**src/rtl/mips_pkg.sv**
```systemverilog
// Shared register-file write-port types for the MIPS pipeline.
// Holds the address and data widths, the hard-wired zero register and the
// {addr, data} write request that the WB stage and the long-latency unit use.
package mips_pkg;

   localparam int REG_ADDR_W = 5;
   localparam int DATA_W     = 32;

   localparam logic [REG_ADDR_W-1:0] ZERO_REG = 5'd0;

   typedef struct packed {
      logic [REG_ADDR_W-1:0] addr;
      logic [DATA_W-1:0]     data;
   } wb_req_t;

   // A write to $0 changes nothing, so it does not occupy the write port.
   function automatic logic is_live_write(input logic                  we,
                                          input logic [REG_ADDR_W-1:0] addr);
      return we && (addr != ZERO_REG);
   endfunction

endpackage

```
**src/rtl/wb_arb_fifo.sv**
```systemverilog
// Synchronous FIFO of wb_req_t used to buffer long-latency unit results.
// Occupancy is tracked with a counter; empty/full are registered from the
// next-state count so they change only at clock edges. The head entry is
// read combinationally so the arbiter can drive it onto the write port in
// the same cycle it is granted. Push while full and pop while empty are ignored.
module wb_arb_fifo
   import mips_pkg::*;
#(
   parameter int FIFO_DEPTH = 2
) (
   input  logic    Clk,
   input  logic    Rst_n,
   input  logic    push,
   input  logic    pop,
   input  wb_req_t din,
   output wb_req_t dout,
   output logic    empty,
   output logic    full
);

   localparam int PTR_W = $clog2(FIFO_DEPTH);
   localparam int CNT_W = PTR_W + 1;

   localparam logic [PTR_W-1:0] PTR_LAST = PTR_W'(FIFO_DEPTH - 1);
   localparam logic [CNT_W-1:0] CNT_FULL = CNT_W'(FIFO_DEPTH);
   localparam logic [CNT_W-1:0] CNT_ONE  = CNT_W'(1);

   wb_req_t          mem [FIFO_DEPTH];
   logic [PTR_W-1:0] wr_ptr_reg;
   logic [PTR_W-1:0] rd_ptr_reg;
   logic [CNT_W-1:0] count_reg;
   logic [CNT_W-1:0] count_next;
   logic             empty_reg;
   logic             full_reg;
   logic             do_push;
   logic             do_pop;

   assign do_push = push && !full_reg;
   assign do_pop  = pop && !empty_reg;

   // Next occupancy from the accepted push/pop pair.
   always_comb begin
      count_next = count_reg;
      case ({do_push, do_pop})
         2'b10:   count_next = count_reg + CNT_ONE;
         2'b01:   count_next = count_reg - CNT_ONE;
         default: count_next = count_reg;
      endcase
   end

   // Entry storage; contents need no reset because occupancy gates every read.
   always_ff @(posedge Clk) begin
      if (do_push) begin
         mem[wr_ptr_reg] <= din;
      end
   end

   // Read/write pointers wrap explicitly at the last entry.
   always_ff @(posedge Clk or negedge Rst_n) begin
      if (!Rst_n) begin
         wr_ptr_reg <= '0;
         rd_ptr_reg <= '0;
      end else begin
         if (do_push) begin
            wr_ptr_reg <= (wr_ptr_reg == PTR_LAST) ? '0 : wr_ptr_reg + PTR_W'(1);
         end
         if (do_pop) begin
            rd_ptr_reg <= (rd_ptr_reg == PTR_LAST) ? '0 : rd_ptr_reg + PTR_W'(1);
         end
      end
   end

   // Occupancy counter plus registered empty/full flags derived from it.
   always_ff @(posedge Clk or negedge Rst_n) begin
      if (!Rst_n) begin
         count_reg <= '0;
         empty_reg <= 1'b1;
         full_reg  <= 1'b0;
      end else begin
         count_reg <= count_next;
         empty_reg <= (count_next == '0);
         full_reg  <= (count_next == CNT_FULL);
      end
   end

   assign dout  = mem[rd_ptr_reg];
   assign empty = empty_reg;
   assign full  = full_reg;

endmodule

```
**src/rtl/wb_port_arbiter.sv**
```systemverilog
// Register-file write-port arbiter between the WB stage and buffered
// long-latency (mult/div) results. WB has priority; LL results wait in a
// small FIFO and take idle WB slots (no WB write, or a WB write to $0).
// Optional macro WB_ARB_STARVE_GUARD_EN adds a starvation counter that
// raises Pipe_Stall for one cycle so a long-denied LL result is written
// while the held MEM/WB register re-presents its write on the next cycle.
// Without the macro Pipe_Stall is tied low and LL_Ready is the only
// back-pressure to the LL unit.
module wb_port_arbiter
   import mips_pkg::*;
#(
   parameter int FIFO_DEPTH   = 2,
   parameter int STARVE_LIMIT = 4
) (
   input  logic                  Clk,
   input  logic                  Rst_n,
   input  logic                  RegWrite_WB,
   input  logic [REG_ADDR_W-1:0] Write_Register_WB,
   input  logic [DATA_W-1:0]     Write_Data_WB,
   input  logic                  LL_Valid,
   output logic                  LL_Ready,
   input  logic [REG_ADDR_W-1:0] LL_Register,
   input  logic [DATA_W-1:0]     LL_Data,
   output logic                  RF_WriteEn,
   output logic [REG_ADDR_W-1:0] RF_WriteAddr,
   output logic [DATA_W-1:0]     RF_WriteData,
   output logic                  Pipe_Stall
);

   logic    wb_eff;
   logic    grant_ll;
   logic    fifo_push;
   logic    fifo_empty;
   logic    fifo_full;
   wb_req_t fifo_din;
   wb_req_t fifo_head;

   assign wb_eff = is_live_write(RegWrite_WB, Write_Register_WB);

   // LL_Ready is the inverse of the FIFO's registered full flag, so it only
   // moves at clock edges. A pop from a full FIFO does not reopen it until
   // the next cycle.
   assign LL_Ready  = !fifo_full;
   assign fifo_push = LL_Valid && LL_Ready;
   assign fifo_din  = '{addr: LL_Register, data: LL_Data};

   wb_arb_fifo #(
      .FIFO_DEPTH (FIFO_DEPTH)
   ) u_fifo (
      .Clk   (Clk),
      .Rst_n (Rst_n),
      .push  (fifo_push),
      .pop   (grant_ll),
      .din   (fifo_din),
      .dout  (fifo_head),
      .empty (fifo_empty),
      .full  (fifo_full)
   );

`ifdef WB_ARB_STARVE_GUARD_EN
   localparam int CNT_W = $clog2(STARVE_LIMIT + 1);

   localparam logic [CNT_W-1:0] CNT_TRIP = CNT_W'(STARVE_LIMIT - 1);
   localparam logic [CNT_W-1:0] CNT_MAX  = CNT_W'(STARVE_LIMIT);

   logic [CNT_W-1:0] starve_cnt_reg;
   logic             pipe_stall_reg;
   logic             head_denied;

   // During a stall cycle WB is suppressed, so a waiting head always wins.
   assign grant_ll    = !fifo_empty && (pipe_stall_reg || !wb_eff);
   assign head_denied = !fifo_empty && !grant_ll;

   // Count consecutive denials of the FIFO head and request a single-cycle
   // stall once the head has been denied at the trip count.
   always_ff @(posedge Clk or negedge Rst_n) begin
      if (!Rst_n) begin
         starve_cnt_reg <= '0;
         pipe_stall_reg <= 1'b0;
      end else begin
         if (!head_denied) begin
            starve_cnt_reg <= '0;
         end else if (starve_cnt_reg != CNT_MAX) begin
            starve_cnt_reg <= starve_cnt_reg + CNT_W'(1);
         end
         pipe_stall_reg <= !pipe_stall_reg && head_denied &&
                           (starve_cnt_reg == CNT_TRIP);
      end
   end

   assign Pipe_Stall = pipe_stall_reg;
`else
   // Without the guard LL results drain only through free WB slots.
   assign grant_ll   = !fifo_empty && !wb_eff;
   assign Pipe_Stall = 1'b0;
`endif

   // Write-port mux: granted FIFO head, otherwise WB pass-through. A granted
   // $0 head is popped but not written. WB is suppressed while stalled and
   // everything is quiet while reset is asserted.
   always_comb begin
      RF_WriteAddr = Write_Register_WB;
      RF_WriteData = Write_Data_WB;
      RF_WriteEn   = wb_eff && !Pipe_Stall;
      if (grant_ll) begin
         RF_WriteAddr = fifo_head.addr;
         RF_WriteData = fifo_head.data;
         RF_WriteEn   = (fifo_head.addr != ZERO_REG);
      end
      if (!Rst_n) begin
         RF_WriteEn = 1'b0;
      end
   end

endmodule

```
**config.mk**
```make
export PLATFORM = sky130hd
export DESIGN_NAME = wb_port_arbiter
export DESIGN_NICKNAME = d
export VERILOG_FILES = /design/src/rtl/mips_pkg.sv /design/src/rtl/wb_arb_fifo.sv /design/src/rtl/wb_port_arbiter.sv
export SDC_FILE = /design/constraint.sdc
export NUM_CORES = 1
export LEC_CHECK = 0
export ABC_CLOCK_PERIOD_IN_PS = 3400
export CAP_MARGIN = 20
export CORE_UTILIZATION = 40
export DETAILED_ROUTE_END_ITERATION = 12
export GPL_TIMING_DRIVEN = 0
export PLACE_DENSITY = 0.78
export SLEW_MARGIN = 20
export SYNTH_ARGS = -nofsm -noshare
export SYNTH_HDL_FRONTEND = slang
export SYNTH_SLANG_ARGS = --single-unit
```
**constraint.sdc**
```tcl
create_clock -name Clk -period 3.4 [get_ports Clk]
set_clock_uncertainty 0.2 [all_clocks]
set_input_delay 0.34 -clock Clk [delete_from_list [all_inputs] [get_ports Clk]]
set_output_delay 0.34 -clock Clk [all_outputs]
set_load 0.02 [all_outputs]
```
## Word-level counts from Yosys, hierarchy flattened

Memory sizes are Yosys's and may differ from the RTL's.
Cells that the tools add are included.
W data, S select, Z words.

| word-level totals | value |
|---|---|
| word-level logic and storage cells | 33 |
| bits in registers | 6 |
| input port bits | 78 |
| memories kept | 1 |
| RAM bits | 74 |

Memory list:

| name | words | width | read ports | clocked after memory_dff | write ports | RTL line | RTL |
|---|---|---|---|---|---|---|---|
| u_fifo.mem | 2 | 37 | 1 | 0 | 1 | wb_arb_fifo.sv:28 | `wb_req_t mem [FIFO_DEPTH];` |

| operators by class | value |
|---|---|
| multiplexer cells | 9 |
| add/subtract/negate cells | 4 |
| eq/ne operators | 3 |
| reduce and logical (&&, ||, !) cells | 11 |

Operator list:

| operator | number |
|---|---|
| $mux W32 | 1 |
| $reduce_bool A5 Y1 | 2 |
| $mux W1 | 6 |
| $logic_and A1 B1 Y1 | 5 |
| $mux W5 | 1 |
| $eq A2 B2 Y1 const B | 2 |
| $pmux W2 S2 | 1 |
| $logic_not A1 Y1 | 3 |
| $add A1 B1 Y1 const B | 2 |
| $add A2 B1 Y2 const B | 1 |
| $eq A2 B1 Y1 const B | 1 |
| $logic_not A2 Y1 | 1 |
| $sub A2 B1 Y2 const B | 1 |

## Longest topological paths before layout

Gate-level depths: netlist of run 1.

| depth | value |
|---|---|
| depth in word-level cells | 8 |
| depth in mapped cells | 8 |
| depth with buffers taken out | 6 |

## By module

A second synthesis of run 1 with hierarchy kept.

| second synthesis, totals | value |
|---|---|
| cell total of the unflattened synthesis | 197 |
| area, all modules | 3711.1 um^2 |

By module, submodules not included:

| module | cells an instance | area an instance (um^2) | seq. area each (um^2) | instances |
|---|---|---|---|---|
| wb_arb_fifo | 140 | 3026.7 | 2373.5 | 1 |
| wb_port_arbiter | 57 | 684.4 | 0.0 | 1 |

## Worst setup path before layout of run 1

OpenSTA, ideal clock, no wires.

| timing path | value |
|---|---|
| path kind | reg2reg |
| from | register u_fifo.full_reg, in the netlist u_fifo.full |
| to | memory u_fifo.mem[0][0] in the netlist's numbering, enable pin |
| data required time | 2769 ps |
| stages on the path, launching flop included | 4 |
| period minus slack after synthesis | 2852 ps |
| library setup time | 431 ps |
| arrival time | 2221 ps |
| buffers on the path | 0 |
| setup slack | 548 ps |
| cells stage by stage | dfrtp_1 inv_1 nand2_1 nor2_1 |

| on the way | value |
|---|---|
| cells in the longest elaborated chain, start to end | 5 |

Ends and longest elaborated chain:

| what | RTL line | RTL |
|---|---|---|
| start: declaration | wb_arb_fifo.sv:34 | `logic full_reg;` |
| start signal: assignment | wb_arb_fifo.sv:82 | `full_reg <= (count_next == CNT_FULL);` |
| $logic_not A1 Y1 * | wb_port_arbiter.sv:43 | `assign LL_Ready = !fifo_full;` |
| via LL_Ready | wb_port_arbiter.sv:21 | `output logic LL_Ready,` |
| $logic_and A1 B1 Y1 | wb_port_arbiter.sv:44 | `assign fifo_push = LL_Valid && LL_Ready;` |
| $logic_and A1 B1 Y1 * | wb_arb_fifo.sv:38 | `assign do_push = push && !full_reg;` |
| $mux W1 * | wb_arb_fifo.sv:53 | `if (do_push) begin` |
| $mux W1 (implied by the code) * | wb_arb_fifo.sv:54 | `mem[wr_ptr_reg] <= din;` |
| end: declaration | wb_arb_fifo.sv:28 |  |

The timed path passes the listed nets; every way through them passes the cells marked *.

## Worst setup path in the final report of run 1

| timing path | value |
|---|---|
| from | input port Write_Register_WB[3] |
| to | output port RF_WriteData[25] |

| on the way | value |
|---|---|
| cells in the longest elaborated chain, start to end | 5 |

Ends and longest elaborated chain:

| what | RTL line | RTL |
|---|---|---|
| start: declaration | wb_port_arbiter.sv:18 | `input logic [REG_ADDR_W-1:0] Write_Register_WB,` |
| $reduce_bool A5 Y1 | mips_pkg.sv:19 | `return we && (addr != ZERO_REG);` |
| $logic_and A1 B1 Y1 | mips_pkg.sv:19 |  |
| $logic_not A1 Y1 | wb_port_arbiter.sv:94 | `assign grant_ll = !fifo_empty && !wb_eff;` |
| $logic_and A1 B1 Y1 | wb_port_arbiter.sv:94 |  |
| $mux W32 | wb_port_arbiter.sv:105 | `if (grant_ll) begin` |
| end: declaration | wb_port_arbiter.sv:26 | `output logic [DATA_W-1:0] RF_WriteData,` |

Every way passes these cells.

==> results.yml, run 1 <==
timing:
  setup_violations: 0
  hold_viol: 0
  rsz0062_at_grt: "no"
  maxSlewHeadroom_pct: 56.70
  period_needed_ns: 3.316
  worst_pin_slew_ns: 0.6479
  max_freq_mhz: 301.6
  maxSlewViolCount: 0
  fin_crit_sh_pct: 97.53
clocking:
  cts_buffer_depth: 2
  cts_buffers: 9
  cts_setup_buffers: 0
  hold_buffers: 0
  cts_tree: "done"
  clk_pin_slew_ns: 0.07
  clock-sinks: 80
  ctsRootBufferMaster: "clkbuf_8"
  cts.htree.levels: 3
  clkLatencyLatePin_ns: 0.34
global_route:
  grtUsageTotal_pct: 16.57
  grt_max_degree: 20
  grt_pass1_wl_um: 10930
  grt_overflow: 0
  grt_pass1_vias: 2229
  antenna_found_initial: 0
synth:
  synth_area_leaders: "edfxtp_1 64%, mux2_2 21%, dfrtp_1 3.6%"
  ys_types: 29
  synth.net_count: 269
  synth_area_per_cell_um2: 18.20
  synth_top_family_by_area: "multiplexers"
  ys_ff_latch: 80
  synth_compound_gate_area_share_pct: 1.483
  synth_area_um2: 3458
  synth_top_area_cell: "edfxtp_1"
  synth_mux_area_share_pct: 24.10
  synth_fa_ha_area_share_pct: 0.3618
  yosysSeqAreaShare_pct: 68.63
  synthCells: 190
  synth_xor_area_share_pct: 1.013
  synth_top_area_share_pct: 64.25
  synth-simple-area-share_pct: 2.352
  yosys_warnings: 0
die:
  io_pins: 118
  fp.dieArea_um2: 9021
  die_h_um: 94.98
  start_util_pct: 41.67
  rows: 33
  coreArea_um2: 8299
  dieWidth_um: 94.98
routing:
  ant_nets: 0
  drtPass1Iterations: 4
  vias: 2089
  vias_per_cell: 4.881
  wire_per_inst_um: 15.99
  drtIter0Drc: 60
  drt_wl_total_um: 6842
  remaining_drc_errors: 0
power:
  ir_worst_vdd_uv: 509.5
  power_density_nw_per_um2: 714.3
  p_leak_nw: 1.758
outcome:
  status: "finished clean"
setup_path:
  cp-startpoint: "Write_Register_WB[3]"
  cp.required_ns: 2.86
  r2r-start: "u_fifo.empty"
  critPathMaxFanout: 10
  critical_path.endpoint_type: "output pin"
  crit_arrival_ns: 2.78
  criticalPathCategory: "input pin to output pin"
  worst_setup_path_start_kind: "input pin"
  reg2regPathDepth: 7
flow_run:
  maxCapViolCount: 0
finish:
  stdcell_area_um2: 5022
  final_layout_size_suffix_gt1_share_pct: 29.41
  nNetsFinal: 398
  final_core_util_pct: 60.52
  fillCellCount: 634
  synthToLayoutAreaGrowth_pct: 45.22
  largest_reg_flops: 74
  diodes: 0
hold_path:
  min_path_type: "input pin to asynchronous set/reset pin"
placed_design:
  dp_hpwl_um: 4795
  io_buffers: 116
  dpl_cell_area_um2: 4815
  gp_congestion: 0.6916
[metal layers]
metal	share of wire [%]	global-route usage, %
met1	43	20.14
met5	0	0
met3	5.6	5.153
met4	1.1	5.808
met2	51	27.76
[logic make-up after synthesis]
group | after synthesis
DFF | 80
xor gates and xnor gates | 4
adders and majority gates | 1
buffers and inverters | 11
muxes | 74
AOI/OAI and AO/OA | 6
and+or+nand+nor | 13
other | 1
[what timing repair did]
action                                  4_1_cts  5_1_grt
gates resized for setup                       0        6
endpoints found under the hold margin         0        0
endpoints found under the setup margin        0        4
[layout make-up]
class,instances,area [um2],area share (%)
multi-input combinational,99,1026,20.43
tap,105,131.4,2.616
timing repair buffer,118,1221,24.31
buffer,10,66.31,1.320
inverter,1,3.754,0.07474
clock inverter,5,72.57,1.445
clock buffer,10,127.6,2.541
sequential,80,2374,47.26
[path summary, 6_finish.rpt]
check | endpoint | slack [ns]
setup / recovery | RF_WriteData[25] | 0.08
hold / removal | u_fifo.full | 0.06
setup reg to reg | u_fifo.count_reg[1] | 1.10
hold reg to reg | u_fifo.wr_ptr_reg | 0.36
max in group asynchronous | u_fifo.empty | 2.65
min in group Clk | u_fifo.wr_ptr_reg | 0.36
[metrics by stage]
step	power (mW)	setup WS [ns]	cells	hold slack (ns)	setup TNS, ns
floorplan	2.308	0.5482	190	-0.1556	0
global placement	2.840	-0.6386	411	0.2767	-23.57
detailed placement	2.904	0.04766	413	0.3456	0
CTS	3.629	0.03921	428	0.06078	0
global route	3.800	0.008017	428	0.05936	0
finish	3.587	0.08384	428	0.06052	0
[cell usage after synthesis (all sizes together)]
library cell,instances
o22a,1
nor4b,1
dfrtp,5
ha,1
xnor2,3
nor2,1
inv,1
nand2b,1
o21ai,1
o22ai,1
conb,1
buf,5
dfstp,1
or4,1
clkbuf,5
xor2,1
o211ai,1
nor3b,1
o21a,1
nor4,1
mux2,74
nand2,1
or2,2
edfxtp,74
and3,1
o21ba,1
nor3,3
[layout by cell type (no fill, tap or decap), types with 2 or more instances in the layout]
master	Yosys	routed
clkdlybuf4s50_1	0	114
edfxtp_1	74	74
mux2_2	66	66
clkbuf_8	0	9
mux2_1	8	8
dfrtp_1	5	5
clkbuf_1	5	4
xnor2_1	3	3
nor3_1	3	3
buf_4	3	3
or2_2	2	2
buf_6	2	2
clkbuf_2	0	2
clkinv_1	0	2
bufinv_16	0	2
buf_16	0	2
dlymetal6s2s_1	0	2
[where the power goes]
group	total (mW)	leakage, nW	switching [mW]	internal (mW)
clock	0.722	0.101	0.319	0.404
combinational	1.47	0.897	0.680	0.792
sequential	1.39	0.759	0.0615	1.33
[worst max-delay path: stages]
cell and delay (ns):
clkdlybuf4s50_1 0.43, or4_4 0.56, o22ai_2 0.20, buf_6 0.19, buf_6 0.17, mux2_1 0.33, clkdlybuf4s50_1 0.54
Note: power is estimated with default switching activity, not from simulation.
==> run 2, diff against run 1 <==
--- a/config.mk
+++ b/config.mk
@@ -10,6 +10,7 @@
 export CORE_UTILIZATION = 40
 export DETAILED_ROUTE_END_ITERATION = 12
 export GPL_TIMING_DRIVEN = 0
+export MAX_ROUTING_LAYER = met4
 export PLACE_DENSITY = 0.78
 export SLEW_MARGIN = 20
 export SYNTH_ARGS = -nofsm -noshare
==> run 2 against run 1 <==
Net effect: count of clock-buffer cells in the layout stayed put; combinational power hardly changed; design area stayed put; utilization stayed put; non-clock buffer count stayed put; cell count stayed put; clock power hardly changed; sequential cell count stayed put; critical path type unchanged; largest cell class unchanged.
==> results.yml, run 2 (synthesized netlist as in run 1, its figures left out) <==
clocking:
  cts_buffer_depth: 2
  cts.htree.levels: 3
  cts_buffers: 9
  hold_buffers: 0
  clkLatencyLatePin_ns: 0.33
  ctsRootBufferMaster: "clkbuf_8"
  clk_pin_slew_ns: 0.07
  clock-sinks: 80
  cts_tree: "done"
power:
  power_density_nw_per_um2: 713.8
  finalPower_mw: 3.585
  p_leak_nw: 1.758
  ir_worst_vdd_uv: 509.4
setup_path:
  regToRegSetupSlack_ns: 1.10
  r2r-start: "u_fifo.empty"
  cp.required_ns: 2.86
  worst_setup_path_start_kind: "input pin"
  r2r_end: "u_fifo.count_reg[1]"
  cp.depth: 7
  cp-endpoint: "RF_WriteData[25]"
  cp_cell_sequence: "clkdlybuf4s50_1 > or4_4 > o22ai_2 > buf_6 > buf_6 > mux2_1 > clkdlybuf4s50_1"
  path_buf_inv: 4
  max_stage_delay_ns: 0.56
  cp-startpoint: "Write_Register_WB[3]"
  crit_arrival_ns: 2.77
  critical_path.endpoint_type: "output pin"
  critPathMaxFanout: 10
  cp_top_family: "buffers and inverters"
  criticalPathCategory: "input pin to output pin"
  reg2regPathDepth: 7
  cp_slowest_cell: "or4_4"
finish:
  final_layout_size_suffix_gt1_share_pct: 29.41
  synthToLayoutAreaGrowth_pct: 45.22
  nNetsFinal: 398
  largest_reg_flops: 74
  multiInputGateArea_um2: 1026
  ff_latch_area_um2: 2374
  final_core_util_pct: 60.52
  final_common_cell: "clkdlybuf4s50_1"
  diodes: 0
  mostFrequentLayoutCells: "114 x clkdlybuf4s50_1, 74 x edfxtp_1, 66 x mux2_2"
  fillCellCount: 634
die:
  start_util_pct: 41.67
  io_pins: 118
  dieWidth_um: 94.98
  die_h_um: 94.98
  coreArea_um2: 8299
  rows: 33
  fp.dieArea_um2: 9021
routing:
  drtIter0Drc: 69
  vias: 2084
  drt_wl_total_um: 6830
  wire_per_inst_um: 15.96
  ant_nets: 0
  vias_per_cell: 4.869
  remaining_drc_errors: 0
  drtPass1Iterations: 4
placed_design:
  dp_hpwl_um: 4795
  gp_congestion: 0.6990
  io_buffers: 116
timing:
  period_needed_ns: 3.312
  worst_pin_slew_ns: 0.6478
  rsz0062_at_grt: "no"
  setup_tns_ns: 0
  fin_crit_sh_pct: 97.42
  timing.hold.ws_ns: 0.06451
  setup_violations: 0
  hold_viol: 0
  maxSlewHeadroom_pct: 56.71
  max_freq_mhz: 301.9
  maxSlewViolCount: 0
global_route:
  grtUsageTotal_pct: 16.91
  grt_pass1_wl_um: 10920
  antenna_found_initial: 0
  grt_max_degree: 20
  grt_overflow: 0
  grt_pass1_vias: 2236
hold_path:
  min_path_type: "input pin to asynchronous set/reset pin"
flow_run:
  maxCapViolCount: 0
outcome:
  status: "finished clean"
==> run 2: power by group <==
group / switching, mW / total [mW] / leakage (nW) / internal, mW
logic: 0.680 / 1.47 / 0.897 / 0.792
registers: 0.0616 / 1.39 / 0.759 / 1.33
clock network: 0.316 / 0.720 / 0.101 / 0.404
total: 1.06 / 3.58 / 1.76 / 2.53
==> run 2: final cells by class <==
class,count,area share (%)
plain buffers,10,1.320
clock buffers,10,2.541
clock inverters,5,1.445
inverters,1,0.07474
multi-input cells,99,20.43
flip-flops and latches,80,47.26
well taps,105,2.616
repair buffers,118,24.31
==> run 2: how the worst min path moves through the flow <==
| stage | to | slack (ns) | startpoint | depth (start not counted) |
|---|---|---|---|---|
| 2_1_floorplan | u_fifo.count_reg[0] | -0.16 | Rst_n | 0 |
| 3_3_place_gp | u_fifo.wr_ptr_reg | 0.28 | u_fifo.wr_ptr_reg | 1 |
| 3_5_place_dp | u_fifo.count_reg[0] | 0.35 | u_fifo.count_reg[0] | 1 |
| 4_1_cts | u_fifo.full | 0.06 | Rst_n | 1 |
| 5_1_grt | u_fifo.full | 0.07 | Rst_n | 1 |
| 6_report | u_fifo.full | 0.06 | Rst_n | 1 |
==> run 2: what timing repair did <==
item	4_1_cts	5_1_grt
setup endpoints to repair	0	3
gates resized for setup	0	6
buffers inserted	0	0
==> run 2: worst reg2reg max path, stage by stage (launching register included) <==
cell and delay (ns):
dfstp_2 0.38, or2_2 0.28, o22ai_2 0.17, buf_6 0.19, buf_6 0.17, ha_1 0.28
o21a_1 0.23, or2_2 0.29
==> run 2: per-stage QoR <==
stage | worst slack (ns) | area, um2 | std cells
2_1_floorplan | 0.5482 | 3458 | 190
3_3_place_gp | -0.6386 | 4751 | 411
3_5_place_dp | 0.04766 | 4815 | 413
4_1_cts | 0.03921 | 5015 | 428
5_1_grt | 0.01047 | 5022 | 428
6_report | 0.08766 | 5022 | 428
==> run 2: routing by layer <==
metal / global-route usage, % / up-vias / wire length, um
li1: - / 992 / -
met2: 27.94 / 70 / 3490
met3: 3.865 / 11 / 341
met4: 6.944 / 0 / 88
met1: 19.87 / 1011 / 2910
met5: - / - / 0
==> edit 1, RTL diff (settings of run 1) <==
Build with the macro `WB_ARB_STARVE_GUARD_EN` defined.
--- a/src/rtl/wb_port_arbiter.sv
+++ b/src/rtl/wb_port_arbiter.sv
@@ -6,6 +6,8 @@
 // while the held MEM/WB register re-presents its write on the next cycle.
 // Without the macro Pipe_Stall is tied low and LL_Ready is the only
 // back-pressure to the LL unit.
+`define WB_ARB_STARVE_GUARD_EN
+
 module wb_port_arbiter
    import mips_pkg::*;
 #(
Behaviour: not the same (Yosys sat finds a counterexample within 10 cycles, from zero or initial values and one cycle with Rst_n low).
==> edit 1 against run 1 <==
Design area rose by 4.6%. Critical path depth did not move. Combinational power rose by 3%. Setup slack improved by 0.094 ns. Synthesized area rose by 5.5%. First-iteration DRC count fell by 25%. Sequential cell count rose by 4. Wire length rose by 6.7%. Power rose by 6.3%.
==> edit 1: results (changes against run 1) <==
Status: complete, no violations (unchanged)
Pint: 0.002681 W (was 0.002527 W)
Cell family with most CP delay: buffers and inverters (unchanged)
Vias in the first global route: 2315 (was 2229)
Ys flop type: edfxtp_1 (unchanged)
Via/cell ratio: 4.938 (was 4.881)
Root buf cell: clkbuf_8 (unchanged)
M3 GR Usage: 4.029% (was 5.153%)
Clock Power Share: 22.0% (was 20.1%)
Synth area leaders: edfxtp_1 (61%), mux2_2 (20%), dfrtp_1 (6.2%) (was edfxtp_1 (64%), mux2_2 (21%), dfrtp_1 (3.6%))
Placed cell area: 5012 um^2 (was 4815 um^2)
Unique masters post-synth: 32 (was 29)
First-pass GRT wire length: 11.68 mm (was 10.93 mm)
Async SR Flop Fraction: 11.90% (was 7.500%)
Via count: 2222 (was 2089)
Dpl cells: 434 (was 413)
Drt first-iter violations: 45 (was 60)
Layout cells sized above 1: 28.07% (was 29.41%)
Number of flip-flops under the largest register name: 74 (unchanged)
Largest net degree at the start of global routing: 24 (was 20)
Seq/Total Area, Yosys: 67.78% (was 68.63%)
Htree depth: 3 (unchanged)
Pre-CTS setup slack: 0.1561 ns (was 0.04766 ns)
Final #Nets: 419 (was 398)
Hold Crit Class: input port to async pin (unchanged)
Reg clk slew, reported paths: 0.09 ns (was 0.07 ns)
Part of the power in registers: 38.4% (was 38.8%)
Crit-path slowest cell: clkdlybuf4s50_1 (was or4_4)
Post-cts sizing count: 0 (unchanged)
Antenna violations before repair: 0 (unchanged)
Syn nets: 289 (was 269)
Slew @ Worst Pin: 0.6328 ns (was 0.6479 ns)
Num CTS Buffers: 9 (unchanged)
Leak: 1.836 nW (was 1.758 nW)
Gpl congestion: 0.6686 (was 0.6916)
Max-cap violations: 0 (unchanged)
Power per Cell Area: 726.3 nW/um^2 (was 714.3 nW/um^2)
PortBufs: 117 (was 116)
Setup bufs post-CTS: 0 (unchanged)
Routed WL: 7.297 mm (was 6.842 mm)
Met2 GRT Util: 25.98% (was 27.76%)
Overall routing resource usage: 16.05% (was 16.57%)
WP data arrival: 2.68 ns (was 2.78 ns)
Met1 Use GR: 20.50% (was 20.14%)
Worst vdd ir: 307.2 uV (was 509.5 uV)
CP peak stage delay: 0.55 ns
Commonest cells post-synth: edfxtp_1 (74), mux2_2 (66), dfrtp_1 (9), mux2_1 (8), inv_1 (5) (was edfxtp_1 (74), mux2_2 (66), mux2_1 (8), clkbuf_1 (5), dfrtp_1 (5))
Post-Syn Instances: 207 (was 190)
Final HPWL DP: 5.162 mm (was 4.795 mm)
edit 1: cell types whose count changed in the layout (fill, tap and decap cells not counted), sizes merged, moves of 3 or more:
cell,run 1,this run
inv,1,5
dfrtp,5,9
ha,1,4
clkdlybuf4s50,114,117
clkbuf,15,11
edit 1: final timing paths:
path,slack [ns],depth (start not counted),startpoint,endpoint
hold reg to reg,0.35,1,u_fifo.count_reg[0],u_fifo.count_reg[0]
setup reg to reg,0.91,7,u_fifo.empty,u_fifo.count_reg[1]
setup / recovery,0.18,7,Write_Register_WB[2],RF_WriteData[25]
max in group asynchronous,2.50,1,Rst_n,u_fifo.empty
min in group Clk,0.35,1,u_fifo.count_reg[0],u_fifo.count_reg[0]
hold / removal,0.13,1,Rst_n,starve_cnt_reg[0]
edit 1: logic make-up after synthesis:
family                   after synthesis  share of synthesized area (%)
flip-flops                            84                          67.78
multiplexers                          74                          22.83
AND/OR/NAND/NOR                       18                          2.743
buffers and inverters                 13                          2.023
AO/OA/AOI/OAI                          9                          2.057
XOR/XNOR                               5                          1.200
adder cells (fa/ha/maj)                4                          1.371
edit 1: area by class of cell:
| cell class | count | area [um^2] |
|---|---|---|
| Fill cell | 700 | 3512 |
| Sequential cell | 84 | 2474 |
| Timing Repair Buffer | 119 | 1219 |
| Multi-Input combinational cell | 110 | 1111 |
| Tap cell | 108 | 135.1 |
| Clock buffer | 9 | 123.9 |
| Clock inverter | 7 | 115.1 |
| Buffer | 8 | 55.05 |
| Inverter | 5 | 18.77 |
edit 1: layer usage:
layer | wire length (um) | share of wire, %
met3 | 466 | 6.4
met2 | 3653 | 50
met5 | 0 | 0
met4 | 89 | 1.2
met1 | 3087 | 42
==> edit 2, RTL diff (settings of run 1) <==
Made on the original files. The package constant `ZERO_REG` goes from 5'd0 to 5'd1.
--- a/src/rtl/mips_pkg.sv
+++ b/src/rtl/mips_pkg.sv
@@ -6,7 +6,7 @@
    localparam int REG_ADDR_W = 5;
    localparam int DATA_W     = 32;
 
-   localparam logic [REG_ADDR_W-1:0] ZERO_REG = 5'd0;
+   localparam logic [REG_ADDR_W-1:0] ZERO_REG = 5'd1;
 
    typedef struct packed {
       logic [REG_ADDR_W-1:0] addr;
Check against the original RTL: not equivalent (Yosys sat finds a counterexample within 4 cycles, from zero or initial values and one cycle with Rst_n low).
==> edit 2 against run 1 <==
Synthesized area is 0.22% higher. Wire length hardly changed. Setup slack better by 0.0020 ns. Power is 1.8% lower. Sequential cell count stayed put. Design area is 0.27% lower. Fmax hardly changed. Synthesized cell count is 0.53% higher. Via count is 0.96% higher.
==> edit 2: results (changes against run 1) <==
WP data arrival: 2.77 ns (was 2.78 ns)
Final #Nets: 399 (was 398)
Via/cell ratio: 4.916 (was 4.881)
Commonest cells post-synth: edfxtp_1 (74), mux2_2 (66), mux2_1 (8), clkbuf_1 (5), dfrtp_1 (5) (unchanged)
Seq/Total Area, Yosys: 68.48% (was 68.63%)
Num CTS Buffers: 9 (unchanged)
Overall routing resource usage: 15.92% (was 16.57%)
Largest net degree at the start of global routing: 20 (unchanged)
Pre-CTS setup slack: 0.03279 ns (was 0.04766 ns)
Slew HR: 57.09% (was 56.70%)
Final HPWL DP: 4.784 mm (was 4.795 mm)
Clock Latency Late Sink: 0.34 ns (about the same)
Gpl congestion: 0.6833 (was 0.6916)
Synth area leaders: edfxtp_1 (64%), mux2_2 (21%), dfrtp_1 (3.6%) (unchanged)
Synth warnings: 0 (unchanged)
Layout cells sized above 1: 28.70% (was 29.41%)
Routed WL: 6.846 mm (was 6.842 mm)
WL per Instance: 15.96 um (was 15.99 um)
Crit-path slowest cell: clkdlybuf4s50_1 (was or4_4)
Unique masters post-synth: 28 (was 29)
CP Max Fanout: 10 (unchanged)
Hold Crit Class: input port to async pin (unchanged)
Worst vdd ir: 510.5 uV (was 509.5 uV)
Switching share of power: 30.42% (was 29.55%)
Root buf cell: clkbuf_8 (unchanged)
Vias in the first global route: 2211 (was 2229)
CP peak stage delay: 0.55 ns
Cell family with most CP delay: buffers and inverters (unchanged)
Syn nets: 270 (was 269)
Number of flip-flops under the largest register name: 74 (unchanged)
Clock Path Buffers: 2 (unchanged)
Async SR Flop Fraction: 7.500% (unchanged)
Pre-antenna DRT Iters: 4 (unchanged)
Status: complete, no violations (unchanged)
PortBufs: 116 (unchanged)
Reg clk slew, reported paths: 0.07 ns (about the same)
Final Hold Viols: 0 (unchanged)
Drt first-iter violations: 17 (was 60)
First-pass GRT wire length: 10.45 mm (was 10.93 mm)
Dpl cells: 414 (was 413)
Post-Syn Instances: 191 (was 190)
N_diodes: 0 (unchanged)
Antenna violations before repair: 0 (unchanged)
Post-synth EDFFs: 74 (unchanged)
Leak: 1.728 nW (was 1.758 nW)
Htree depth: 3 (unchanged)
==> edit 2: metal layers <==
metal / global-route usage [%] / up-vias / part of all wire, %
li1: - / 996 / -
met1: 18.40 / 1031 / 41
met2: 28.15 / 70 / 52
met3: 3.349 / 12 / 5.2
met4: 7.197 / 0 / 2.0
met5: 0 / - / 0
==> edit 2: cell families (layout without fill, tap and decap cells) <==
kind of cell / after synthesis / in the layout / share of synthesized area, %
DFF: 80 / 80 / 68.48
muxes: 74 / 74 / 24.04
and+or+nand+nor: 14 / 14 / 2.564
buffers and inverters: 12 / 145 / 2.058
AOI/OAI and AO/OA: 5 / 5 / 1.372
xor gates and xnor gates: 4 / 4 / 1.011
adders and majority gates: 1 / 1 / 0.3610
other: 1 / 1 / 0.1082
==> edit 2: final timing paths <==
| check | startpoint | to | depth (start not counted) | slack (ns) |
|---|---|---|---|---|
| worst max-delay path | Write_Register_WB[0] | RF_WriteData[29] | 7 | 0.09 |
| worst min-delay path | Rst_n | u_fifo.full | 1 | 0.06 |
| worst max register to register | u_fifo.empty | u_fifo.count_reg[1] | 7 | 1.09 |
| worst min register to register | u_fifo.wr_ptr_reg | u_fifo.wr_ptr_reg | 1 | 0.36 |
| max in group asynchronous | Rst_n | u_fifo.empty | 1 | 2.65 |
| min in group Clk | u_fifo.wr_ptr_reg | u_fifo.wr_ptr_reg | 1 | 0.36 |
==> edit 2: cell type report <==
class | instances | area (um^2)
Fill cell | 682 | 3291
Sequential cell | 80 | 2374
Timing Repair Buffer | 118 | 1219
Multi-Input combinational cell | 99 | 1037
Tap cell | 105 | 131.4
Clock buffer | 10 | 127.6
Buffer | 10 | 63.81
Clock inverter | 5 | 48.80
Inverter | 2 | 7.507
==> edit 2: through the flow <==
step / hold WS, ns / TNS (ns) / utilization [%] / power [W] / cell area [um^2]
2_1_floorplan: -0.1556 / 0 / - / 0.002308 / 3466
3_3_place_gp: 0.2751 / -22.40 / 57.33 / 0.002834 / 4758
3_5_place_dp: 0.3397 / 0 / 58.10 / 0.002908 / 4822
4_1_cts: 0.04763 / 0 / 60.23 / 0.003563 / 4999
5_1_grt: 0.06155 / 0 / 60.35 / 0.003703 / 5009
6_report: 0.05743 / 0 / 60.35 / 0.003524 / 5009
==> edit 2: power by group through the flow <==
stage / registers, W / clock network (W) / logic [W]
6_report: 0.00140 / 0.000651 / 0.00148
5_1_grt: 0.00142 / 0.000699 / 0.00159
4_1_cts: 0.00140 / 0.000663 / 0.00150
3_5_place_dp: 0.00142 / 0 / 0.00149
3_3_place_gp: 0.00142 / 0 / 0.00142
2_1_floorplan: 0.00140 / 0 / 0.000905
==> edit 2: timing repair <==
item / 4_1_cts / 5_1_grt
buffers inserted: 0 / 0
setup endpoints to repair: 0 / 8
gates resized for setup: 0 / 2
hold endpoints to repair: 0 / 0
